`src/rtl/efx_mixed_width_sdpram.sv`:
```
// Single-clock simple dual-port RAM with independent power-of-2 write/read widths.
// Define SDPRAM_COLLISION_FLAG_EN to add the read/write overlap flag output.
module efx_mixed_width_sdpram #(
    parameter int    WR_DATA_WIDTH = 8,
    parameter int    RD_DATA_WIDTH = 16,
    parameter int    WR_ADDR_WIDTH = 4,
    parameter int    BYTE_WIDTH    = 8,
    parameter string WRITE_MODE    = "READ_FIRST",
    parameter int    OUTPUT_REG    = 0,
    localparam int   BYTEEN_WIDTH  = (WR_DATA_WIDTH / BYTE_WIDTH > 1) ? WR_DATA_WIDTH / BYTE_WIDTH : 1,
    localparam int   RD_ADDR_WIDTH = $clog2((WR_DATA_WIDTH * (2 ** WR_ADDR_WIDTH)) / RD_DATA_WIDTH)
) (
    input  logic                     clk,
    input  logic                     reset,
    input  logic                     we,
    input  logic                     waddren,
    input  logic [WR_ADDR_WIDTH-1:0] waddr,
    input  logic [WR_DATA_WIDTH-1:0] wdata,
    input  logic [BYTEEN_WIDTH-1:0]  byteen,
    input  logic                     re,
    input  logic                     raddren,
    input  logic [RD_ADDR_WIDTH-1:0] raddr,
    output logic [RD_DATA_WIDTH-1:0] rdata,
    output logic                     rvalid
`ifdef SDPRAM_COLLISION_FLAG_EN
    ,
    output logic                     collision
`endif
);

    // Storage is kept in units of the narrower port; the wide port spans RATIO units.
    localparam int NARROW_W    = (WR_DATA_WIDTH < RD_DATA_WIDTH) ? WR_DATA_WIDTH : RD_DATA_WIDTH;
    localparam int WR_LANES    = WR_DATA_WIDTH / NARROW_W;
    localparam int RD_LANES    = RD_DATA_WIDTH / NARROW_W;
    localparam int WL_LOG      = $clog2(WR_LANES);
    localparam int RL_LOG      = $clog2(RD_LANES);
    localparam int UNIT_AW     = WR_ADDR_WIDTH + WL_LOG;
    localparam int UNITS       = 2 ** UNIT_AW;
    localparam bit WRITE_FIRST = (WRITE_MODE == "WRITE_FIRST");

    logic [NARROW_W-1:0]      mem [0:UNITS-1];

    logic [WR_ADDR_WIDTH-1:0] wlatch_reg;
    logic [RD_ADDR_WIDTH-1:0] rlatch_reg;
    logic [WR_ADDR_WIDTH-1:0] eff_waddr;
    logic [RD_ADDR_WIDTH-1:0] eff_raddr;
    logic [WR_DATA_WIDTH-1:0] wmask;
    logic [UNIT_AW-1:0]       wunit      [WR_LANES];
    logic [NARROW_W-1:0]      wlane_data [WR_LANES];
    logic [NARROW_W-1:0]      wlane_mask [WR_LANES];
    logic [RD_DATA_WIDTH-1:0] rd_word;
    logic [RD_DATA_WIDTH-1:0] rd_stage_reg;
    logic                     rvalid_stage_reg;
`ifdef SDPRAM_COLLISION_FLAG_EN
    logic [RD_LANES-1:0]      lane_coll;
    logic                     coll_stage_reg;
`endif

    assign eff_waddr = waddren ? waddr : wlatch_reg;
    assign eff_raddr = raddren ? raddr : rlatch_reg;

    genvar gi;
    generate
        // Per-bit write enable, already qualified by the write strobe.
        for (gi = 0; gi < WR_DATA_WIDTH; gi++) begin : g_wmask
            assign wmask[gi] = we & byteen[gi / BYTE_WIDTH];
        end

        for (gi = 0; gi < WR_LANES; gi++) begin : g_wr_lane
            assign wunit[gi]      = (UNIT_AW'(eff_waddr) << WL_LOG) | UNIT_AW'(gi);
            assign wlane_data[gi] = wdata[gi*NARROW_W +: NARROW_W];
            assign wlane_mask[gi] = wmask[gi*NARROW_W +: NARROW_W];
        end

        // Each read lane checks whether the same-edge write lands on its unit.
        for (gi = 0; gi < RD_LANES; gi++) begin : g_rd_lane
            logic [UNIT_AW-1:0]  runit;
            logic [UNIT_AW-1:0]  wsel;
            logic                word_hit;
            logic [NARROW_W-1:0] old_bits;
            logic [NARROW_W-1:0] new_bits;
            logic [NARROW_W-1:0] ov_mask;

            assign runit    = (UNIT_AW'(eff_raddr) << RL_LOG) | UNIT_AW'(gi);
            assign wsel     = runit & UNIT_AW'(WR_LANES - 1);
            assign word_hit = (WR_ADDR_WIDTH'(runit >> WL_LOG) == eff_waddr);
            assign old_bits = mem[runit];
            assign new_bits = NARROW_W'(wdata >> (32'(wsel) * NARROW_W));
            assign ov_mask  = word_hit ? NARROW_W'(wmask >> (32'(wsel) * NARROW_W)) : '0;
            assign rd_word[gi*NARROW_W +: NARROW_W] =
                WRITE_FIRST ? ((old_bits & ~ov_mask) | (new_bits & ov_mask)) : old_bits;
`ifdef SDPRAM_COLLISION_FLAG_EN
            assign lane_coll[gi] = |ov_mask;
`endif
        end
    endgenerate

    // Memory contents survive reset; only the write is suppressed while it is held.
    always_ff @(posedge clk) begin
        if (!reset) begin
            for (int l = 0; l < WR_LANES; l++) begin
                for (int b = 0; b < NARROW_W; b++) begin
                    if (wlane_mask[l][b]) begin
                        mem[wunit[l]][b] <= wlane_data[l][b];
                    end
                end
            end
        end
    end

    always_ff @(posedge clk or posedge reset) begin
        if (reset) begin
            wlatch_reg       <= '0;
            rlatch_reg       <= '0;
            rd_stage_reg     <= '0;
            rvalid_stage_reg <= 1'b0;
        end else begin
            if (waddren) begin
                wlatch_reg <= waddr;
            end
            if (raddren) begin
                rlatch_reg <= raddr;
            end
            if (re) begin
                rd_stage_reg <= rd_word;
            end
            rvalid_stage_reg <= re;
        end
    end

`ifdef SDPRAM_COLLISION_FLAG_EN
    always_ff @(posedge clk or posedge reset) begin
        if (reset) begin
            coll_stage_reg <= 1'b0;
        end else begin
            coll_stage_reg <= re & (|lane_coll);
        end
    end
`endif

    generate
        if (OUTPUT_REG != 0) begin : g_out_reg
            logic [RD_DATA_WIDTH-1:0] rdata_reg;
            logic                     rvalid_reg;
            always_ff @(posedge clk or posedge reset) begin
                if (reset) begin
                    rdata_reg  <= '0;
                    rvalid_reg <= 1'b0;
                end else begin
                    rdata_reg  <= rd_stage_reg;
                    rvalid_reg <= rvalid_stage_reg;
                end
            end
            assign rdata  = rdata_reg;
            assign rvalid = rvalid_reg;
`ifdef SDPRAM_COLLISION_FLAG_EN
            logic collision_reg;
            always_ff @(posedge clk or posedge reset) begin
                if (reset) begin
                    collision_reg <= 1'b0;
                end else begin
                    collision_reg <= coll_stage_reg;
                end
            end
            assign collision = collision_reg;
`endif
        end else begin : g_no_out_reg
            assign rdata  = rd_stage_reg;
            assign rvalid = rvalid_stage_reg;
`ifdef SDPRAM_COLLISION_FLAG_EN
            assign collision = coll_stage_reg;
`endif
        end
    endgenerate

endmodule

```
`config.mk`:
```
export PLATFORM = sky130hd
export DESIGN_NAME = efx_mixed_width_sdpram
export DESIGN_NICKNAME = d
export VERILOG_FILES = /design/src/rtl/efx_mixed_width_sdpram.sv
export SDC_FILE = /design/constraint.sdc
export NUM_CORES = 1
export LEC_CHECK = 0
export CORE_ASPECT_RATIO = 1.25
export CORE_MARGIN = 1
export CORE_UTILIZATION = 50
export DETAILED_ROUTE_END_ITERATION = 12
export DONT_BUFFER_PORTS = 1
export PLACE_DENSITY = 0.68
export SLEW_MARGIN = 5
export SYNTH_ARGS = -nofsm -noshare
export SYNTH_HDL_FRONTEND = slang
export SYNTH_SLANG_ARGS = --single-unit
```
`constraint.sdc`:
```
create_clock -name clk -period 1.7 [get_ports clk]
set_input_delay 0.34 -clock clk [delete_from_list [all_inputs] [get_ports clk]]
set_output_delay 0.34 -clock clk [all_outputs]
set_load 0.005 [all_outputs]
```
# ---- Word level (Yosys, flattened, before mapping)
# Memory sizes are Yosys's and may differ from the RTL's. A register that Yosys moved wholly into a read port is not among the register bits.
# Index checks and enable logic that the tools add are counted.
dict set report totals {
  register_bits 8
  ramBits 128
  in_bits 22
  word_cells 10
  mem_count 1
}
dict set report op_classes {
  mux 5
  bitwise 1
}
# name words word_bits read_ports rd_ports_with_merged_regs wr line
set mem_list {}
lappend mem_list {mem 16 8 2 2 1 41} ;# logic [NARROW_W-1:0] mem [0:UNITS-1];
# cell count
set op_table {}
lappend op_table {{$mux 4} 1}
lappend op_table {{$mux 1} 3}
lappend op_table {{$mux 3} 1}
lappend op_table {{$and 1x1->1} 1}

# ---- Longest topological paths before layout
dict set report depth {
  depth_word 4
  ltp_mapped 8
}

# ---- Worst setup path after synthesis
# Ideal clock, no wire load.
dict set report synth_path {
  path_type {input to register}
  from {input port waddren}
  to {memory mem[10][0] (netlist bit), enable pin}
  arrival_ns 1.399
  t_required_ns 1.330
  path_slack_ns -0.069
  stages 4
  n_path_buf 0
  path_cell_list {mux2_2 nor3_1 nand2_1 nor2_1}
}
dict set report synth_between {
  elab_chain_cells 1
}
# item line
set synth_rtl {}
lappend synth_rtl {{from (decl)} 16} ;# input logic waddren,
lappend synth_rtl {{$mux 4} n/a}
lappend synth_rtl {{to (decl)} 41}
# No other way between the ends.

# ---- Worst setup path in the final report
dict set report layout_path {
  from {register wlatch_reg[2]}
  to {memory mem[1][4] (netlist bit), enable pin}
}
dict set report layout_between {
  elab_chain_cells 1
}
# item line
set layout_rtl {}
lappend layout_rtl {{from (decl)} 43} ;# logic [WR_ADDR_WIDTH-1:0] wlatch_reg;
lappend layout_rtl {{from (signal assigned)} 119} ;# wlatch_reg <= waddr;
lappend layout_rtl {{$mux 4} n/a}
lappend layout_rtl {{net eff_waddr[2]} 45} ;# logic [WR_ADDR_WIDTH-1:0] eff_waddr;
# The timed path passes the listed nets, and every way through them passes these cells.

==> qor.csv <==
stage;metric;value;unit
clocking;h-tree-depth;4;
critical_path;cp-start-kind;flop;
clocking;cts_root_buf;clkbuf_16;
sta;setup_viol;0;
worst_hold_path;min_path_type;input pin to flop;
route;wl;13.82;mm
cells_and_area;layout.nets;452;
logic_synthesis;syn_nets;402;
logic_synthesis;synthesis.instances;380;
sta;hold_violations;0;
worst_hold_path;holdPathEnd;mem[7][2];
sta;post-route-period-util;98.18;%
cells_and_area;drive_above_1_share;20.36;%
placed_design;place.gp.congestion;0.7971;
critical_path;slowest_delay;0.37;ns
die;dieWidth;99.91;microns
critical_path;cp_max_fo;4;
route;ant_nets;0;
power_and_ir_drop;finalPower;8.452;mW
status;status;completed;
global_routing;grt_use_total;22.60;%
critical_path;cp_cell_sequence;mux2_2 -> nor3_2 -> nand2_1 -> nor2_2 -> buf_4;
route;wl_per_cell;22.92;microns
power_and_ir_drop;p_leak;2.582;nW
logic_synthesis;yosysUniqueCellTypes;25;
cells_and_area;largest_reg_flops;128;
clocking;cts_tree;built;
worst_hold_path;hold_path.startpoint;wdata[2];
critical_path;path_class;flop to flop;
placed_design;place_area;0.006330;sq mm
worst_hold_path;whs_path_depth;0;
cells_and_area;fin_util;60.97;%
sta;drv_slew;0;
power_and_ir_drop;vdd_drop_max;0.8333;mV
sta;tightest_slew;0.4859;ns
placed_design;io_buffers;0;
logic_synthesis;async_flop_share;15.79;%
global_routing;grt_antenna_before_repair;2;
critical_path;r2r_slack;0.03;ns
global_routing;grt_start_max_net_pins;39;
die;pin_count;39;
clocking;clk-insertion-delay-late;0.42;ns
route;detail_route.first_pass.iterations;7;
sta;finalCriticalPeriod;1.669;ns
route;drc_errors;0;
sta;rsz0062_at_grt;yes;
die;die_h;124.4;microns
logic_synthesis;yosys_warnings;0;
logic_synthesis;synth-main-ff-cell;edfxtp_1;
die;initial_core_util;51.33;%
critical_path;reg2reg_to;mem[1][4];
die;die_area;0.01243;sq mm
sta;fmax;599.2;MHz
critical_path;reg2regPathDepth;5;
clocking;cts_buffers;17;
route;post_drt_via_cell_ratio;5.758;
route;vias;3472;
critical_path;worstPathRequired;1.83;ns
cells_and_area;diodes;0;
clocking;cts_buffer_depth;2;
logic_synthesis;synth-seq-area-share;74.19;%
global_routing;grt_overflow;0;
logic_synthesis;synth_edf_count;128;
global_routing;grt_pass1_wl;20.20;mm
logic_synthesis;synth_area_per_cell;15.77;sq um
global_routing;grt_pass1_vias;3562;
clocking;cts.clk_slew.worst_paths;0.06;ns
placed_design;hpwl;8.034;mm
die;placementRows;44;
clocking;clock_sinks;152;
sta;finalClockSkew;0.008966;ns
logic_synthesis;netlist_area;0.005991;sq mm
sta;slew-limit-headroom;67.61;%
cells_and_area;multi_input_area;0.001408;sq mm
cells_and_area;area_growth;18.78;%
critical_path;reg2reg_from;wlatch_reg[2];
critical_path;arrival;1.80;ns
cells_and_area;final_cell_area;0.007116;sq mm
cells_and_area;final-seq-area;0.004444;sq mm
cells_and_area;fill_cells;896;
critical_path;slowest_stage;dfrtp_1;
run;cap_violations;0;
route;drtIter0Drc;234;
critical_path;crit_path_end_kind;flop;
logic_synthesis;synth_seq_cells;152;
power_and_ir_drop;power_density;1188;mW/mm^2
die;core_area;0.01167;sq mm
-- where the power goes --
part           internal, mW  leakage [nW]  total, mW  switching [mW]
clock network          2.18         0.273       3.56            1.38
logic                 0.288         0.872      0.681           0.392
registers              4.14          1.44       4.21          0.0719
-- metal layers --
metal	track usage (%)	wire length (microns)	vias up
met5	0	0	-
met4	8.131	245	0
met3	6.004	968	17
met2	37.48	7161	138
met1	28.40	5443	1777
li1	-	-	1540
-- worst max path at each step --
stage                       to  slack, ns     startpoint  cells past startpoint
floorplan           mem[10][0]      -0.07        waddren                      4
global placement     mem[4][7]      -0.03        waddren                      5
detailed placement   mem[5][6]      -0.07        waddren                      5
CTS                  mem[5][7]     -0.005  wlatch_reg[2]                      5
global route         mem[9][3]      -0.05  wlatch_reg[2]                      5
finish               mem[1][4]       0.03  wlatch_reg[2]                      5
-- cell type report --
class / instances / share of cell area, %
clock inverter: 9 / 1.424
sequential: 152 / 62.46
tap: 161 / 2.831
timing repair buffer: 49 / 6.629
multi-input combinational: 202 / 19.78
inverter: 8 / 0.4924
clock buffer: 22 / 6.383
-- layout by cell type (no fill, tap or decap) --
cell type and instances:
bufinv_16 2, nand2_1 91, o21ai_0 1, dfrtp_1 24
o32ai_2 2, nor3b_2 1, clkinv_4 2, nor2_2 6
clkbuf_16 18, mux2i_1 35, nor3_2 1, clkbuf_1 4
buf_16 1, a32o_1 32, buf_6 1, buf_12 2
o22ai_1 2, mux2_2 1, nor2_1 10, inv_1 7
clkbuf_8 1, o31ai_2 15, buf_4 29, nand2b_1 2
nand2_2 1, mux2i_4 1, clkinv_2 5, clkinvlp_4 1
edfxtp_1 128, dlygate4sd3_1 15, o31ai_1 1
-- cell usage after synthesis, types with 2 or more instances --
cell,count,area share [%]
nor2_1,16,1.0
buf_4,2,0.25
a32o_1,32,5.3
buf_6,3,0.56
o31ai_1,2,0.25
nand2_1,92,5.8
clkbuf_1,5,0.31
edfxtp_1,128,64
nand2b_1,2,0.21
o22ai_1,2,0.21
o31ai_2,14,2.9
dfrtp_1,24,10
inv_1,7,0.44
buf_12,2,0.67
mux2i_1,35,5.8
buf_2,5,0.42
-- worst max-delay path, delay by kind of cell (launching register included) --
family	cells	cell delay (ns)
buffers and inverters	1	0.17
AND/OR/NAND/NOR	3	0.55
multiplexers	1	0.29
flip-flops	1	0.37
-- through the flow --
| stage | hold WS [ns] | setup TNS, ns | setup slack (ns) | instances |
|---|---|---|---|---|
| after CTS | 0.004548 | -0.03560 | -0.005060 | 588 |
| after global placement | 0.3238 | -0.2883 | -0.03228 | 555 |
| after floorplan | 0.3546 | -3.926 | -0.06946 | 380 |
| final | 0.02189 | 0 | 0.03097 | 603 |
| after detailed placement | 0.3250 | -1.610 | -0.07356 | 555 |
| after global routing | -0.0004165 | -2.058 | -0.05022 | 603 |
-- cells by family after synthesis --
group,synth area share [%]
compound gates,9.231
buf+inv,2.986
flops,74.19
mux,6.412
simple gates,7.185
-- what timing repair did --
item / 4_1_cts / 5_1_grt
resized for setup: 2 / 11
buffers inserted: 0 / 1
pin swaps: 0 / 2
hold buffers: 2 / 13
endpoints found under the setup margin: 15 / 98
endpoints found under the hold margin: 25 / 35
gates cloned: 0 / 1
Note: power is estimated with default switching activity, not from simulation.
